==> config.mk <==
export PLATFORM = sky130hd
export DESIGN_NAME = _div32_seq
export DESIGN_NICKNAME = d
export VERILOG_FILES = /design/src/rtl/_div32_seq_pkg.sv /design/src/rtl/_div32_seq_sub33.sv /design/src/rtl/_div32_seq.sv
export SDC_FILE = /design/constraint.sdc
export NUM_CORES = 1
export LEC_CHECK = 0
export BUFFER_PORTS_ARGS = -buffer_cell sky130_fd_sc_hd__buf_2
export CORE_ASPECT_RATIO = 1.2
export CORE_MARGIN = 2
export CORE_UTILIZATION = 55
export DETAILED_ROUTE_END_ITERATION = 10
export GPL_TIMING_DRIVEN = 0
export PLACE_DENSITY = 0.75
export SETUP_SLACK_MARGIN = 0.2
export SLEW_MARGIN = 40
export SYNTH_ARGS = -nofsm -noshare
export SYNTH_HDL_FRONTEND = slang
export SYNTH_SLANG_ARGS = --single-unit
export TNS_END_PERCENT = 100
==> constraint.sdc <==
create_clock -name clk -period 12.45 [get_ports clk]
set_input_delay 1.245 -clock clk [delete_from_list [all_inputs] [get_ports clk]]
set_output_delay 1.245 -clock clk [all_outputs]
set_load 0.01 [all_outputs]
==> src/rtl/_div32_seq_pkg.sv <==
// Shared operation codes, FSM states and arithmetic helpers for the _div32_seq restoring divider.
package _div32_seq_pkg;

    localparam int unsigned DIV_ITERS = 32;

    localparam logic [1:0] OP_DIV  = 2'b00;
    localparam logic [1:0] OP_DIVU = 2'b01;
    localparam logic [1:0] OP_REM  = 2'b10;
    localparam logic [1:0] OP_REMU = 2'b11;

    typedef enum logic [1:0] {
        ST_IDLE,
        ST_CALC,
        ST_FIX
    } state_e;

    // One 74x283 slice: 4-bit sum plus carry-out in bit 4.
    function automatic logic [4:0] adder4(input logic [3:0] x, input logic [3:0] y, input logic cin);
        return {1'b0, x} + {1'b0, y} + {4'b0000, cin};
    endfunction

    function automatic logic [31:0] abs32(input logic [31:0] v);
        return v[31] ? (~v + 32'd1) : v;
    endfunction

    function automatic logic is_signed_op(input logic [1:0] op);
        return !((op == OP_DIVU) || (op == OP_REMU));
    endfunction

    function automatic logic is_rem_op(input logic [1:0] op);
        return !((op == OP_DIV) || (op == OP_DIVU));
    endfunction

endpackage

==> src/rtl/_div32_seq_sub33.sv <==
// 33-bit subtractor x - y built from chained 74x283 slices (y inverted, carry-in 1).
module _sub33
    import _div32_seq_pkg::*;
(
    input  logic [32:0] x,
    input  logic [32:0] y,
    output logic [31:0] diff,
    output logic        no_borrow
);

    logic       carry;
    logic [4:0] slice_sum;

    // Bit 32 never needs storing, so only its carry-out is formed.
    always_comb begin
        carry     = 1'b1;
        slice_sum = '0;
        diff      = '0;
        for (int unsigned i = 0; i < 8; i++) begin
            slice_sum        = adder4(x[4*i +: 4], ~y[4*i +: 4], carry);
            diff[4*i +: 4]   = slice_sum[3:0];
            carry            = slice_sum[4];
        end
        no_borrow = (x[32] & ~y[32]) | (x[32] & carry) | (~y[32] & carry);
    end

endmodule

==> src/rtl/_div32_seq.sv <==
// Iterative restoring divider for RV32M DIV/DIVU/REM/REMU, one quotient bit per clock.
// Optional DIV32_FASTPATH_EN: divide-by-zero and signed overflow finish in the start cycle.
module _div32_seq
    import _div32_seq_pkg::*;
#(
    parameter int unsigned XLEN   = 32,
    parameter int unsigned ITER_W = 6
) (
    input  logic            clk,
    input  logic            rst_n,
    input  logic            start,
    input  logic [1:0]      op,
    input  logic [XLEN-1:0] a,
    input  logic [XLEN-1:0] b,
    output logic            busy,
    output logic            done,
    output logic [XLEN-1:0] result
);

    localparam logic [ITER_W-1:0] CNT_LAST = ITER_W'(DIV_ITERS - 1);

    state_e            state_q, state_d;
    logic [1:0]        op_q, op_d;
    logic [XLEN-1:0]   q_q, q_d;
    logic [XLEN-1:0]   r_q, r_d;
    logic [XLEN-1:0]   bmag_q, bmag_d;
    logic [ITER_W-1:0] cnt_q, cnt_d;
    logic              q_neg_q, q_neg_d;
    logic              r_neg_q, r_neg_d;
    logic              div0_q, div0_d;
    logic              done_q, done_d;
    logic [XLEN-1:0]   result_q, result_d;

    logic              signed_op;
    logic [XLEN-1:0]   sel_val;
    logic              sel_neg;
    logic [32:0]       sub_x, sub_y;
    logic [31:0]       sub_diff;
    logic              sub_nb;

    _sub33 u_sub33 (
        .x         (sub_x),
        .y         (sub_y),
        .diff      (sub_diff),
        .no_borrow (sub_nb)
    );

    always_comb begin
        state_d   = state_q;
        op_d      = op_q;
        q_d       = q_q;
        r_d       = r_q;
        bmag_d    = bmag_q;
        cnt_d     = cnt_q;
        q_neg_d   = q_neg_q;
        r_neg_d   = r_neg_q;
        div0_d    = div0_q;
        done_d    = 1'b0;
        result_d  = result_q;
        signed_op = is_signed_op(op);
        sel_val   = '0;
        sel_neg   = 1'b0;
        sub_x     = '0;
        sub_y     = '0;

        case (state_q)
            ST_IDLE: begin
                if (start) begin
                    op_d    = op;
                    q_d     = signed_op ? abs32(a) : a;
                    bmag_d  = signed_op ? abs32(b) : b;
                    r_d     = '0;
                    cnt_d   = '0;
                    q_neg_d = signed_op & (a[31] ^ b[31]);
                    r_neg_d = signed_op & a[31];
                    div0_d  = (b == '0);
`ifdef DIV32_FASTPATH_EN
                    if (b == '0) begin
                        done_d   = 1'b1;
                        result_d = is_rem_op(op) ? a : '1;
                    end else if (signed_op && (a == 32'h8000_0000) && (b == '1)) begin
                        done_d   = 1'b1;
                        result_d = is_rem_op(op) ? '0 : 32'h8000_0000;
                    end else begin
                        state_d = ST_CALC;
                    end
`else
                    state_d = ST_CALC;
`endif
                end
            end

            ST_CALC: begin
                // Trial subtract of the shifted partial remainder; restore on borrow.
                sub_x = {r_q, q_q[XLEN-1]};
                sub_y = {1'b0, bmag_q};
                r_d   = sub_nb ? sub_diff : {r_q[XLEN-2:0], q_q[XLEN-1]};
                q_d   = {q_q[XLEN-2:0], sub_nb};
                cnt_d = cnt_q + 1'b1;
                if (cnt_q == CNT_LAST) begin
                    state_d = ST_FIX;
                end
            end

            ST_FIX: begin
                // Subtractor computes 0 - value to negate whichever result is selected.
                sel_val = is_rem_op(op_q) ? r_q : q_q;
                sel_neg = is_rem_op(op_q) ? r_neg_q : q_neg_q;
                sub_x   = '0;
                sub_y   = {1'b0, sel_val};
                if (div0_q && !is_rem_op(op_q)) begin
                    result_d = '1;
                end else begin
                    result_d = sel_neg ? sub_diff : sel_val;
                end
                done_d  = 1'b1;
                state_d = ST_IDLE;
            end

            default: state_d = ST_IDLE;
        endcase
    end

    always_ff @(posedge clk or negedge rst_n) begin
        if (!rst_n) begin
            state_q  <= ST_IDLE;
            op_q     <= '0;
            q_q      <= '0;
            r_q      <= '0;
            bmag_q   <= '0;
            cnt_q    <= '0;
            q_neg_q  <= 1'b0;
            r_neg_q  <= 1'b0;
            div0_q   <= 1'b0;
            done_q   <= 1'b0;
            result_q <= '0;
        end else begin
            state_q  <= state_d;
            op_q     <= op_d;
            q_q      <= q_d;
            r_q      <= r_d;
            bmag_q   <= bmag_d;
            cnt_q    <= cnt_d;
            q_neg_q  <= q_neg_d;
            r_neg_q  <= r_neg_d;
            div0_q   <= div0_d;
            done_q   <= done_d;
            result_q <= result_d;
        end
    end

    assign busy   = (state_q != ST_IDLE);
    assign done   = done_q;
    assign result = result_q;

endmodule
# Yosys cells after proc, flatten, opt, wreduce, memory -nomap -nowiden
# Cells that the tools add are included.
[word_totals] rom_bits=0 ff_bits=142 n_memories=0 input_bits=69 out_inout_bits=34 latchBits=0 wordCells=90 mem_bits_rw=0
[op_classes] bitwise_logic=19 magnitude_cmp=0 multipliers=0 shifts=0 n_eq_ne=8 n_addsub=19 muxes=21 div_mod_pow=0 n_reduce_logical=12
[ops] op="2-to-1 mux 32 bit" n=10
[ops] op="case mux 32 bit (2 select lines)" n=3
[ops] op="adder 32 x 1 -> 32 bit (second input constant)" n=2
[ops] op="inverter 32 bit" n=2
[ops] op="adder 4 x 4 -> 5 bit" n=8
[ops] op="adder 5 x 1 -> 5 bit" n=7
[ops] op="2-to-1 mux 33 bit" n=1
[ops] op="zero test 32 bit" n=1
[ops] op="inverter 4 bit" n=8
[ops] op="case mux 6 bit (2 select lines)" n=1
[ops] op="adder 6 x 1 -> 6 bit (second input constant)" n=1
[ops] op="== test 2 x 1 -> 1 bit (second input constant)" n=3
[ops] op="== test 6 x 5 -> 1 bit (second input constant)" n=1
[ops] op="2-to-1 mux 6 bit" n=1
[ops] op="AND reduction 2 bit" n=3
[ops] op="adder 5 x 1 -> 5 bit (second input constant)" n=1
[ops] op="bitwise AND 1 bit" n=5
[ops] op="== test 2 bit (second input constant)" n=2
[ops] op="zero test 2 bit" n=2
[ops] op="2-to-1 mux 2 bit" n=2
[ops] op="inequality test 2 bit (second input constant)" n=2
[ops] op="case mux 2 bit (2 select lines)" n=1
[ops] op="nonzero test 2 bit" n=2
[ops] op="logical OR 1 bit" n=2
[ops] op="6 further kinds" n=8

# Longest topological paths before layout
# Gate-level depths: netlist of the first run.
[depth] word_depth=19 ltp_mapped=43 mapped_depth_nobuf=40

# Cells and area by module
# Synthesis of the first run repeated with hierarchy kept, for this count alone.
[hier_totals] hier_cells=1141 hier_area_um2=9770.6
[by_module_without_submodules] module="_div32_seq" n_inst=1 area_each_um2=8565.7 seq_area_each_um2=3528.4 cells_per_inst=985
[by_module_without_submodules] module="_sub33" n_inst=1 area_each_um2=1204.9 seq_area_each_um2=0.0 cells_per_inst=156

# Least setup slack after synthesis of the first run
# No wires, ideal clock.
[synth_path] path_type="reg2reg" from="register state_q[1]" to="register r_q[5]" path_stages_with_launch=42 path_slack_ps=1508 arrival_ps=10807 setup_time_ps=135 period_less_slack_ps=10942 n_path_buf=4 t_required_ps=12315 path_cell_list="dfrtp_1 inv_1 ha_1 clkbuf_1 clkbuf_1 clkbuf_1 a22o_1 nand2_1 ha_1 o21ai_0 nand2b_1 fa_1 fa_1 a21o_1 a21o_1 fa_1 fa_1 a21o_1 (+6 left out) fa_1 a21o_1 a21o_1 fa_1 fa_1 a21o_1 a21o_1 fa_1 fa_1 a21o_1 a21o_1 fa_1 fa_1 a21o_1 a221oi_1 clkbuf_1 mux2i_1 o21ai_0"
[synth_via] elab_chain_cells=17 word_cells_on_any_way=39 classes_between="16 x add/sub; 3 x eq/ne; 4 x mux; 13 x bitwise; 3 x reduce/logical"
[synth_lines] item="start, declared" line="_div32_seq.sv:22" text="state_e state_q, state_d;"
[synth_lines] item="start signal, assigned" line="_div32_seq.sv:138" text="state_q <= state_d;"
[synth_lines] item="== test 2 bit or == test 2 x 1 -> 1 bit (tied branches)" line="_div32_seq.sv:66" text="case (state_q)"
[synth_lines] item="case mux 32 bit (2 select lines)" line="_div32_seq.sv:66"
[synth_lines] item="inverter 4 bit" line="_div32_seq_sub33.sv:20" text="slice_sum = adder4(x[4*i +: 4], ~y[4*i +: 4], carry);"
[synth_lines] item="adder 4 x 4 -> 5 bit" line="_div32_seq_pkg.sv:19" text="return {1'b0, x} + {1'b0, y} + {4'b0000, cin};"
[synth_lines] item="adder 5 x 1 -> 5 bit (8 in a row)" line="_div32_seq_pkg.sv:19"
[synth_lines] item="bitwise AND 1 bit" line="_div32_seq_sub33.sv:24" text="no_borrow = (x[32] & ~y[32]) | (x[32] & carry) | (~y[32] & carry);"
[synth_lines] item="bitwise OR 1 bit (2 in a row)" line="_div32_seq_sub33.sv:24"
[synth_lines] item="2-to-1 mux 32 bit" line="_div32_seq.sv:97" text="r_d = sub_nb ? sub_diff : {r_q[XLEN-2:0], q_q[XLEN-1]};"
[synth_lines] item="case mux 32 bit (2 select lines)" line="_div32_seq.sv:66"
[synth_lines] item="end signal, assigned" line="_div32_seq.sv:141" text="r_q <= r_d;"
[synth_lines] item="end, declared" line="_div32_seq.sv:25" text="logic [XLEN-1:0] r_q, r_d;"
# Parallel ways exist; a longest one is shown, timed or not.
# A chain may end at the register's enable or synchronous reset.

# Final worst setup path of the first run
[layout_path] from="register op_q[1]" to="register r_q[19]"
[layout_via] elab_chain_cells=19 word_cells_on_any_way=35 classes_between="16 x add/sub; 1 x eq/ne; 4 x mux; 12 x bitwise; 2 x reduce/logical"
[layout_lines] item="start, declared" line="_div32_seq.sv:23" text="logic [1:0] op_q, op_d;"
[layout_lines] item="start signal, assigned" line="_div32_seq.sv:139" text="op_q <= op_d;"
[layout_lines] item="== test 2 x 1 -> 1 bit or zero test 2 bit (tied branches)" line="_div32_seq_pkg.sv:31" text="return !((op == OP_DIV) || (op == OP_DIVU));"
[layout_lines] item="logical OR 1 bit *" line="_div32_seq_pkg.sv:31"
[layout_lines] item="2-to-1 mux 32 bit *" line="_div32_seq.sv:107" text="sel_val = is_rem_op(op_q) ? r_q : q_q;"
[layout_lines] item="case mux 32 bit (2 select lines) *" line="_div32_seq.sv:66"
[layout_lines] item="inverter 4 bit" line="_div32_seq_sub33.sv:20"
[layout_lines] item="adder 4 x 4 -> 5 bit" line="_div32_seq_pkg.sv:19"
[layout_lines] item="adder 5 x 1 -> 5 bit (8 in a row)" line="_div32_seq_pkg.sv:19"
[layout_lines] item="bitwise AND 1 bit" line="_div32_seq_sub33.sv:24"
[layout_lines] item="bitwise OR 1 bit (2 in a row)" line="_div32_seq_sub33.sv:24"
[layout_lines] item="2-to-1 mux 32 bit *" line="_div32_seq.sv:97"
[layout_lines] item="case mux 32 bit (2 select lines) *" line="_div32_seq.sv:66"
# Mark *: on every way between the ends. The rest lies on a longest branch, timed or not.

==> impl_metrics.json, run 1 <==
{
  "ys_types": 57,
  "hold_viol": 0,
  "preCtsSetupSlack_ns": -0.1528,
  "drc": 0,
  "nets": 1284,
  "antenna_left": 0,
  "syn_nets": 1161,
  "layout_common_cells": "dfrtp_1 (141), nand2_1 (134), buf_2 (109)",
  "ys.warnings.count": 0,
  "wire_per_inst_um": 21.22,
  "setup_viol": 0,
  "irDropWorstVdd_uv": 254.6,
  "dp_cells": 1365,
  "grt-ovfl-total": 0,
  "syn_avg_cell_area_um2": 9.027,
  "syn2layout_area_growth_pct": 16.04,
  "postCtsSetupRepairBufs": 0,
  "busiest_layer": "met2",
  "ys.flop_type": "dfrtp_1",
  "rsz0062_at_grt": "true",
  "met2_usage": 0.5181,
  "layout_commonest_cell": "dfrtp_1",
  "cp-start-kind": "flip-flop",
  "place.gp.congestion": 0.9794,
  "max_slew.worst_pin.slew_ns": 0.8598,
  "final_area_mm2": 0.01095,
  "final_max_slew_viol_count": 0,
  "clk_pin_slew_worst_paths_ns": 0.06,
  "coreArea_mm2": 0.01685,
  "vias": 8756,
  "antenna_found_initial": 0,
  "die_area_mm2": 0.01822,
  "ff2ff_path_depth": 41,
  "worstPathMaxFanout": 10,
  "grtUsageMet1": 0.4432,
  "power_w": 0.003616,
  "grt_max_degree": 53,
  "cts_made_buffers": 17,
  "rows": 52,
  "ioPinCount": 103,
  "drt_iter0_drc": 958,
  "final_cells": 1397,
  "insertion_delay_ns": 0.43,
  "status": "finished, final reports clean",
  "regToRegSetupSlack_ns": 0.44,
  "power_density_mw_per_mm2": 330.3,
  "met3_usage": 0.07523,
  "hpwl_um": 22290,
  "dpl_cell_area_mm2": 0.01028,
  "viasPerCell": 6.268,
  "yosysSeqAreaShare": 0.3741,
  "cts_tree": "yes",
  "synth_seq_cells": 141,
  "max_stage_delay_ns": 0.45,
  "cts.sinks": 141,
  "syn-cell-area_mm2": 0.009433,
  "setup_ws_ns": 0.4386,
  "power_leakage_nw": 4.725,
  "port_buffers": 102,
  "fin_crit_ns": 12.01,
  "die_y_um": 147.5,
  "max_freq_ghz": 0.08325,
  "slowest_stage": "fa_1",
  "synth-edff-count": 0,
  "ctsHtreeMaxLevel": 4,
  "grt_pass1_vias": 8506,
  "slew_headroom": 0.4104,
  "cp-end-kind": "flip-flop",
  "cpMostUsedCell": "fa_1",
  "min_path_cells": 1,
  "crit_arrival_ns": 12.28,
  "die_w_um": 123.6,
  "start_util": 0.5598,
  "clk_path_buf_depth": 2,
  "path_class": "flip-flop to flip-flop",
  "grt_pass1_wl_um": 46180,
  "hold_class": "flip-flop to flip-flop",
  "synthCells": 1045,
  "synthArstFlopShare": 1.000,
  "timing.setup.tns_ns": 0,
  "drt-total-wl_um": 29640,
  "clock-root-buffer": "clkbuf_16",
  "drtPass1Iterations": 5,
  "required_ns": 12.72,
  "skew_ns": 0.009411,
  "post-route-period-util": 0.9648,
  "drive_above_1_share": 0.1753,
  "grt_usage": 0.3385,
  "n_antenna_cell": 0,
  "maxCapViolCount": 0
}
## sequential cells by signal, indices dropped and copies added, names as in the netlist, 2 cells and up
name / count
r_q: 32
result: 32
bmag_q: 32
q_q: 32
cnt_q: 6
state_q: 2
## routing by layer
metal	routed length, µm	part of all wire
met4	1686	0.057
met2	13580	0.46
met3	2579	0.087
met1	11790	0.40
met5	0	0
## through the flow
step	utilization	hold WS (ns)
3_5_place_dp	0.6100	0.4665
2_1_floorplan	-	0.4398
5_1_grt	0.6495	0.4982
6_report	0.6495	0.4740
3_3_place_gp	0.6061	0.4553
4_1_cts	0.6479	0.4799
## synth_stat cells, types with 21 or more instances
master      n  area [µm²]
dfrtp_1   141        3528
a22o_1     31       271.5
xor2_1     24       210.2
and2_1     37       231.5
nor2_1     68       255.2
clkbuf_1   60       225.2
a21oi_1    58       290.3
a31oi_1    34       212.7
xnor2_1    53       464.2
a21o_1     21       157.7
o21ai_0    97       485.5
ha_1       32       400.4
nand2_1   134       503.0
mux2_2     34       382.9
## logic make-up after synthesis
family,after synthesis,synth area share
AO/OA/AOI/OAI,326,0.2217
AND/OR/NAND/NOR,312,0.1629
buffers and inverters,92,0.03807
XOR/XNOR,77,0.07150
multiplexers,50,0.05757
adder cells (fa/ha/maj),47,0.07428
flip-flops,141,0.3741
## critical path: cells and delay by family (launching register included)
kind	cells	cell delay [ns]
AOI/OAI and AO/OA	17	3.24
adders and majority gates	16	6.39
buffers and inverters	3	0.92
DFF	1	0.31
muxes	1	0.26
and+or+nand+nor	4	0.74
## power breakdown
group	switching, W	leakage (nW)	internal (W)	total [W]
Combinational	0.00130	2.68	0.000892	0.00219
Clock	0.000207	0.302	0.000343	0.000550
Sequential	0.000208	1.75	0.000666	0.000875
## final timing paths
path                            start         end
setup / recovery              op_q[1]     r_q[19]
hold / removal             result[30]  result[30]
max in group asynchronous       rst_n   bmag_q[2]
min in group asynchronous       rst_n     q_q[21]
setup reg to reg              op_q[1]     r_q[19]
hold reg to reg            result[30]  result[30]
## area by class of cell
| type | count | area [µm²] |
|---|---|---|
| multi-input combinational | 812 | 5545 |
| sequential | 141 | 3528 |
| clock inverter | 12 | 183.9 |
| buffer | 73 | 324.1 |
| clock buffer | 20 | 446.7 |
| timing repair buffer | 104 | 575.6 |
| fill | 1436 | 5906 |
| tap | 216 | 270.3 |
| inverter | 19 | 71.32 |
## what timing repair did
action                     CTS  global route
hold buffers                 0             0
gates cloned                 0             0
gates resized for setup      7            31
setup endpoints to repair   31            33
(Power assumes the default switching activity.)
==> run 2: changes to the inputs <==
--- a/config.mk
+++ b/config.mk
@@ -5,10 +5,11 @@
 export SDC_FILE = /design/constraint.sdc
 export NUM_CORES = 1
 export LEC_CHECK = 0
-export BUFFER_PORTS_ARGS = -buffer_cell sky130_fd_sc_hd__buf_2
+export BUFFER_PORTS_ARGS = -buffer_cell sky130_fd_sc_hd__buf_4
 export CORE_ASPECT_RATIO = 1.2
 export CORE_MARGIN = 2
 export CORE_UTILIZATION = 55
+export CTS_CLUSTER_DIAMETER = 30
 export DETAILED_ROUTE_END_ITERATION = 10
 export GPL_TIMING_DRIVEN = 0
 export PLACE_DENSITY = 0.75
==> run 2 against run 1 <==
Net effect: via count grew 0.33%; largest power group unchanged; clock-buffer cell count shrank 2; largest cell class unchanged; die area is the same; combinational power is essentially flat; critical path type unchanged; highest routed layer unchanged; routed wire length shrank 1.7%; clock skew grew 0.0026 ns; register-to-register slack gained 0.08 ns; sequential share of layout area shrank 0.92 points; worst setup slack gained 0.084 ns.
==> impl_metrics.json, run 2 (synthesized netlist as in run 1, its figures left out) <==
{
  "status": "finished, final reports clean",
  "met3_usage": 0.06057,
  "clk_pin_slew_worst_paths_ns": 0.06,
  "rsz0062_at_grt": "false",
  "grt_usage": 0.3317,
  "grt_pass1_vias": 8467,
  "die_y_um": 147.5,
  "layout_common_cells": "dfrtp_1 (141), nand2_1 (134), buf_4 (105)",
  "hpwl_um": 21910,
  "cts.sinks": 141,
  "timing.rr.start": "op_q[1]",
  "min_to": "result[22]",
  "min_from": "result[22]",
  "ioPinCount": 103,
  "required_ns": 12.73,
  "hold_viol": 0,
  "rows": 52,
  "worst-path-buf-inv": 4,
  "cts_tree": "yes",
  "vias": 8785,
  "start_util": 0.5598,
  "port_buffers": 102,
  "insertion_delay_ns": 0.44,
  "viasPerCell": 6.288,
  "busiest_layer": "met2",
  "final_max_slew_viol_count": 0,
  "cts_made_buffers": 17,
  "cp-end-kind": "flip-flop",
  "antenna_left": 0,
  "maxCapViolCount": 0,
  "slowest_stage": "fa_1",
  "drt_iter0_drc": 871,
  "nets": 1284,
  "drt-total-wl_um": 29150,
  "grtUsageMet1": 0.4352,
  "ff2ff_path_depth": 41,
  "max_slew.worst_pin.slew_ns": 0.8098,
  "layout_commonest_cell": "dfrtp_1",
  "clk_path_buf_depth": 2,
  "startpoint": "op_q[1]",
  "setup_viol": 0,
  "max_stage_delay_ns": 0.44,
  "grt-ovfl-total": 0,
  "place.gp.congestion": 0.9814,
  "die_area_mm2": 0.01822,
  "wire_per_inst_um": 20.86,
  "critical_path.top_delay_family": "adder cells",
  "drc": 0,
  "skew_ns": 0.01200,
  "max_freq_ghz": 0.08384,
  "die_w_um": 123.6,
  "coreArea_mm2": 0.01685,
  "setup_ws_ns": 0.5222,
  "post-route-period-util": 0.9581,
  "met2_usage": 0.5264,
  "crit_arrival_ns": 12.21,
  "hold_class": "flip-flop to flip-flop",
  "antenna_found_initial": 0,
  "r2r-end": "r_q[21]",
  "grt_max_degree": 56,
  "clock-root-buffer": "clkbuf_16",
  "timing.setup.tns_ns": 0,
  "ctsHtreeMaxLevel": 4,
  "power_density_mw_per_mm2": 327.3,
  "min_path_cells": 1,
  "regToRegSetupSlack_ns": 0.52,
  "drive_above_1_share": 0.1761,
  "cp-start-kind": "flip-flop",
  "grt_pass1_wl_um": 45570,
  "slew_headroom": 0.4601,
  "preCtsSetupSlack_ns": -0.1304,
  "path_class": "flip-flop to flip-flop",
  "n_antenna_cell": 0,
  "power_leakage_nw": 4.843,
  "syn2layout_area_growth_pct": 19.45,
  "cpMostUsedCell": "fa_1",
  "irDropWorstVdd_uv": 147.9,
  "postCtsSetupRepairBufs": 0,
  "drtPass1Iterations": 6,
  "worstPathMaxFanout": 10,
  "fin_crit_ns": 11.93
}
run 2: final cells by class:
| class | count | area [µm²] |
|---|---|---|
| clock buffer | 18 | 439.2 |
| fill | 1427 | 5584 |
| tap | 216 | 270.3 |
| inverter | 19 | 71.32 |
| sequential | 141 | 3528 |
| multi-input combinational | 812 | 5545 |
| clock inverter | 14 | 264.0 |
| buffer | 73 | 320.3 |
| timing repair buffer | 104 | 828.3 |
run 2: per-stage QoR:
stage / std cells / utilization / total power (W) / hold WS (ns) / instance area (µm²)
5_1_grt: 1397 / 0.6686 / 0.003909 / 0.5010 / 11270
6_report: 1397 / 0.6686 / 0.003687 / 0.4800 / 11270
2_1_floorplan: 1045 / - / 0.002288 / 0.4398 / 9433
3_3_place_gp: 1363 / 0.6213 / 0.002942 / 0.4622 / 10470
3_5_place_dp: 1365 / 0.6250 / 0.002990 / 0.4705 / 10530
4_1_cts: 1397 / 0.6671 / 0.003624 / 0.4840 / 11240
run 2: worst max path at each step:
stage	to	slack [ns]	cells past startpoint
after floorplan	r_q[5]	1.51	41
after global placement	r_q[30]	-0.03	42
after detailed placement	r_q[22]	-0.13	42
after CTS	r_q[21]	0.28	43
after global routing	r_q[29]	0.22	42
final	r_q[21]	0.52	41
run 2: timing repair:
item / CTS / global route
setup endpoints to repair: 31 / 33
endpoints found under the hold margin: 0 / 0
gates resized for setup: 6 / 28
pin swaps: 0 / 0
hold buffers: 0 / 0
run 2: power by group:
part,leakage [nW],internal (W),switching (W)
clock,0.333,0.000402,0.000206
combinational,2.76,0.000922,0.00128
sequential,1.75,0.000667,0.000209
run 2: routing by layer:
metal	part of all wire	vias to the layer above
met2	0.47	446
met1	0.40	4250
li1	-	4001
met4	0.049	0
met5	0	-
met3	0.086	88
==> run 3: changes to the inputs <==
--- a/config.mk
+++ b/config.mk
@@ -5,6 +5,7 @@
 export SDC_FILE = /design/constraint.sdc
 export NUM_CORES = 1
 export LEC_CHECK = 0
+export ABC_AREA = 1
 export BUFFER_PORTS_ARGS = -buffer_cell sky130_fd_sc_hd__buf_4
 export CORE_ASPECT_RATIO = 1.2
 export CORE_MARGIN = 2
==> run 3 against run 2 <==
Net effect: core utilization is 1.8 points lower; die area is 6.7% higher; global-route usage is 5.0 points higher; clock skew is 0.0028 ns lower; area after synthesis is 6.9% higher; power is 0.13% higher; hold slack better by 0.0077 ns; sequential power is 7.5% lower; worst setup slack better by 1.1 ns; flip-flop and latch count stayed put; via count is 20% higher; final cell count is 29% higher; critical endpoint is now r_q[27].
==> impl_metrics.json, run 3 <==
{
  "status": "finished, final reports clean",
  "hold_class": "flip-flop to flip-flop",
  "syn_nets": 1552,
  "synth_area_leader_cell": "dfrtp_1",
  "synth_seq_cells": 141,
  "clock-root-buffer": "clkbuf_16",
  "antenna_left": 0,
  "drt_iter0_drc": 1103,
  "start_util": 0.5570,
  "ioPinCount": 103,
  "ctsHtreeMaxLevel": 4,
  "slew_headroom": 0.4956,
  "ys_types": 41,
  "syn_avg_cell_area_um2": 7.024,
  "drt-total-wl_um": 36510,
  "cts_resized": 0,
  "regToRegSetupSlack_ns": 1.57,
  "required_ns": 12.75,
  "grt_usage": 0.3817,
  "ys_top_cells_by_count": "nand2_1 (336), inv_1 (199), o21ai_0 (166), dfrtp_1 (141), nor2_1 (122)",
  "fillers": 1667,
  "combPwrFrac": 0.640,
  "switchingPower_w": 0.001956,
  "critical_path.top_delay_family": "adder cells",
  "hold_buffers": 0,
  "syn2layout_area_growth_pct": 16.86,
  "layout_common_cells": "nand2_1 (336), inv_1 (199), o21ai_0 (166)",
  "hpwl_um": 28340,
  "p_sw_frac": 0.5297,
  "crit_arrival_ns": 11.17,
  "slowest_stage": "clkbuf_1",
  "synth_most_common_cell": "nand2_1",
  "worstPathMaxFanout": 10,
  "drtPass1Iterations": 6,
  "holdWs_ns": 0.4877,
  "syn-cell-area_mm2": 0.01009,
  "setup_viol": 0,
  "place.gp.congestion": 1.039,
  "max_freq_ghz": 0.09194,
  "synth-edff-count": 0,
  "vias": 10540,
  "power_leakage_nw": 5.816,
  "fin_crit_ns": 10.88,
  "max_stage_delay_ns": 0.61,
  "grt_pass1_vias": 10030,
  "cts_made_buffers": 17,
  "seq_power_share": 0.219,
  "rsz0062_at_grt": "false",
  "cpMostUsedCell": "fa_1",
  "synthArstFlopShare": 1.000,
  "drive_above_1_share": 0.1266,
  "insertion_delay_ns": 0.45,
  "grt_max_degree": 59,
  "post-route-period-util": 0.8736,
  "cts_tree": "yes",
  "synthTopCellsByArea": "dfrtp_1 (35%), nand2_1 (13%), o21ai_0 (8.2%), inv_1 (7.4%), nor2_1 (4.5%)",
  "die_y_um": 152.3,
  "clk_pin_slew_worst_paths_ns": 0.07,
  "power_density_mw_per_mm2": 313.2,
  "coreArea_mm2": 0.01811,
  "antenna_found_initial": 0,
  "timing.setup.tns_ns": 0,
  "cp-start-kind": "flip-flop",
  "die_w_um": 127.6,
  "die_area_mm2": 0.01944,
  "cp-end-kind": "flip-flop",
  "irDropWorstVdd_uv": 188.3,
  "ys.warnings.count": 0,
  "hold_viol": 0,
  "power.internal_w": 0.001736,
  "maxCapViolCount": 0,
  "layout_commonest_cell": "nand2_1",
  "clk_path_buf_depth": 2,
  "yosysSeqAreaShare": 0.3498,
  "grt-ovfl-total": 0,
  "worst-path-buf-inv": 6,
  "drc": 0,
  "ys.flop_type": "dfrtp_1",
  "port_buffers": 102,
  "max_slew.worst_pin.slew_ns": 0.7566,
  "skew_ns": 0.009211,
  "final_max_slew_viol_count": 0,
  "nets": 1675,
  "clockPowerShare": 0.141,
  "path_class": "flip-flop to flip-flop",
  "viasPerCell": 5.866,
  "synth_top_area_frac": 0.3498,
  "grt_pass1_wl_um": 56410,
  "postCtsSetupRepairBufs": 0,
  "rows": 54,
  "wire_per_inst_um": 20.32,
  "cts.sinks": 141,
  "synthCells": 1436
}
## run 3: changes by cell type after synthesis, moves of 43 or more
cell / delta
inv_1: +180
nand2_1: +202
nand3_1: +85
nor2_1: +54
o21ai_0: +69
o22ai_1: +45
xnor2_1: -43
## run 3: metal layers
metal  global-route usage  part of all wire
met1               0.5019              0.40
met2               0.6185              0.47
met3              0.05197             0.079
met4               0.1868             0.054
met5                    0                 0
## run 3: cells by family after synthesis
| logic type | after synthesis | synth area share |
|---|---|---|
| XOR/XNOR | 40 | 0.03473 |
| flip-flops | 141 | 0.3498 |
| buffers and inverters | 275 | 0.1115 |
| AND/OR/NAND/NOR | 585 | 0.2387 |
| AO/OA/AOI/OAI | 348 | 0.1958 |
| adder cells (fa/ha/maj) | 47 | 0.06947 |
## run 3: path summary, 6_finish.rpt
path	from	cells after the start	to
worst max-delay path	state_q[1]	45	r_q[27]
worst min-delay path	bmag_q[17]	2	bmag_q[17]
worst max register to register	state_q[1]	45	r_q[27]
worst min register to register	bmag_q[17]	2	bmag_q[17]
max in group asynchronous	rst_n	2	bmag_q[27]
min in group asynchronous	rst_n	1	result[6]
## run 3: power groups by stage
| stage | clock network [W] | logic (W) | registers (W) |
|---|---|---|---|
| floorplan | 0 | 0.00151 | 0.000779 |
| finish | 0.000519 | 0.00236 | 0.000810 |
| global route | 0.000538 | 0.00258 | 0.000824 |
| global placement | 0 | 0.00224 | 0.000803 |
| detailed placement | 0 | 0.00228 | 0.000806 |
| CTS | 0.000517 | 0.00230 | 0.000801 |
## run 3: worst register-to-register path, delay by kind of cell (launching register included)
family	cells	cell delay, ns
AO/OA/AOI/OAI	5	0.58
adder cells (fa/ha/maj)	17	6.45
buffers and inverters	6	1.79
flip-flops	1	0.38
AND/OR/NAND/NOR	17	1.50
## run 3: area by class of cell
type                            instances  area (µm²)  share of cell area
Multi-Input combinational cell       1020        5433              0.4609
Sequential cell                       141        3528              0.2994
Timing Repair Buffer                  104       828.3             0.07028
Inverter                              205       772.0             0.06550
Clock buffer                           18       439.2             0.03726
Buffer                                 70       352.8             0.02994
Tap cell                              224       280.3             0.02378
Clock inverter                         14       150.1             0.01274
Antenna cell                            1       2.502           0.0002123
## run 3: per-stage QoR
step | util | power, W | instance area, µm² | cells | setup slack, ns
floorplan | - | 0.002288 | 10090 | 1436 | 3.314
global placement | 0.6148 | 0.003040 | 11130 | 1762 | 1.891
detailed placement | 0.6182 | 0.003085 | 11190 | 1764 | 1.862
CTS | 0.6508 | 0.003618 | 11780 | 1796 | 1.777
global route | 0.6508 | 0.003943 | 11780 | 1796 | 1.117
finish | 0.6509 | 0.003692 | 11790 | 1797 | 1.574
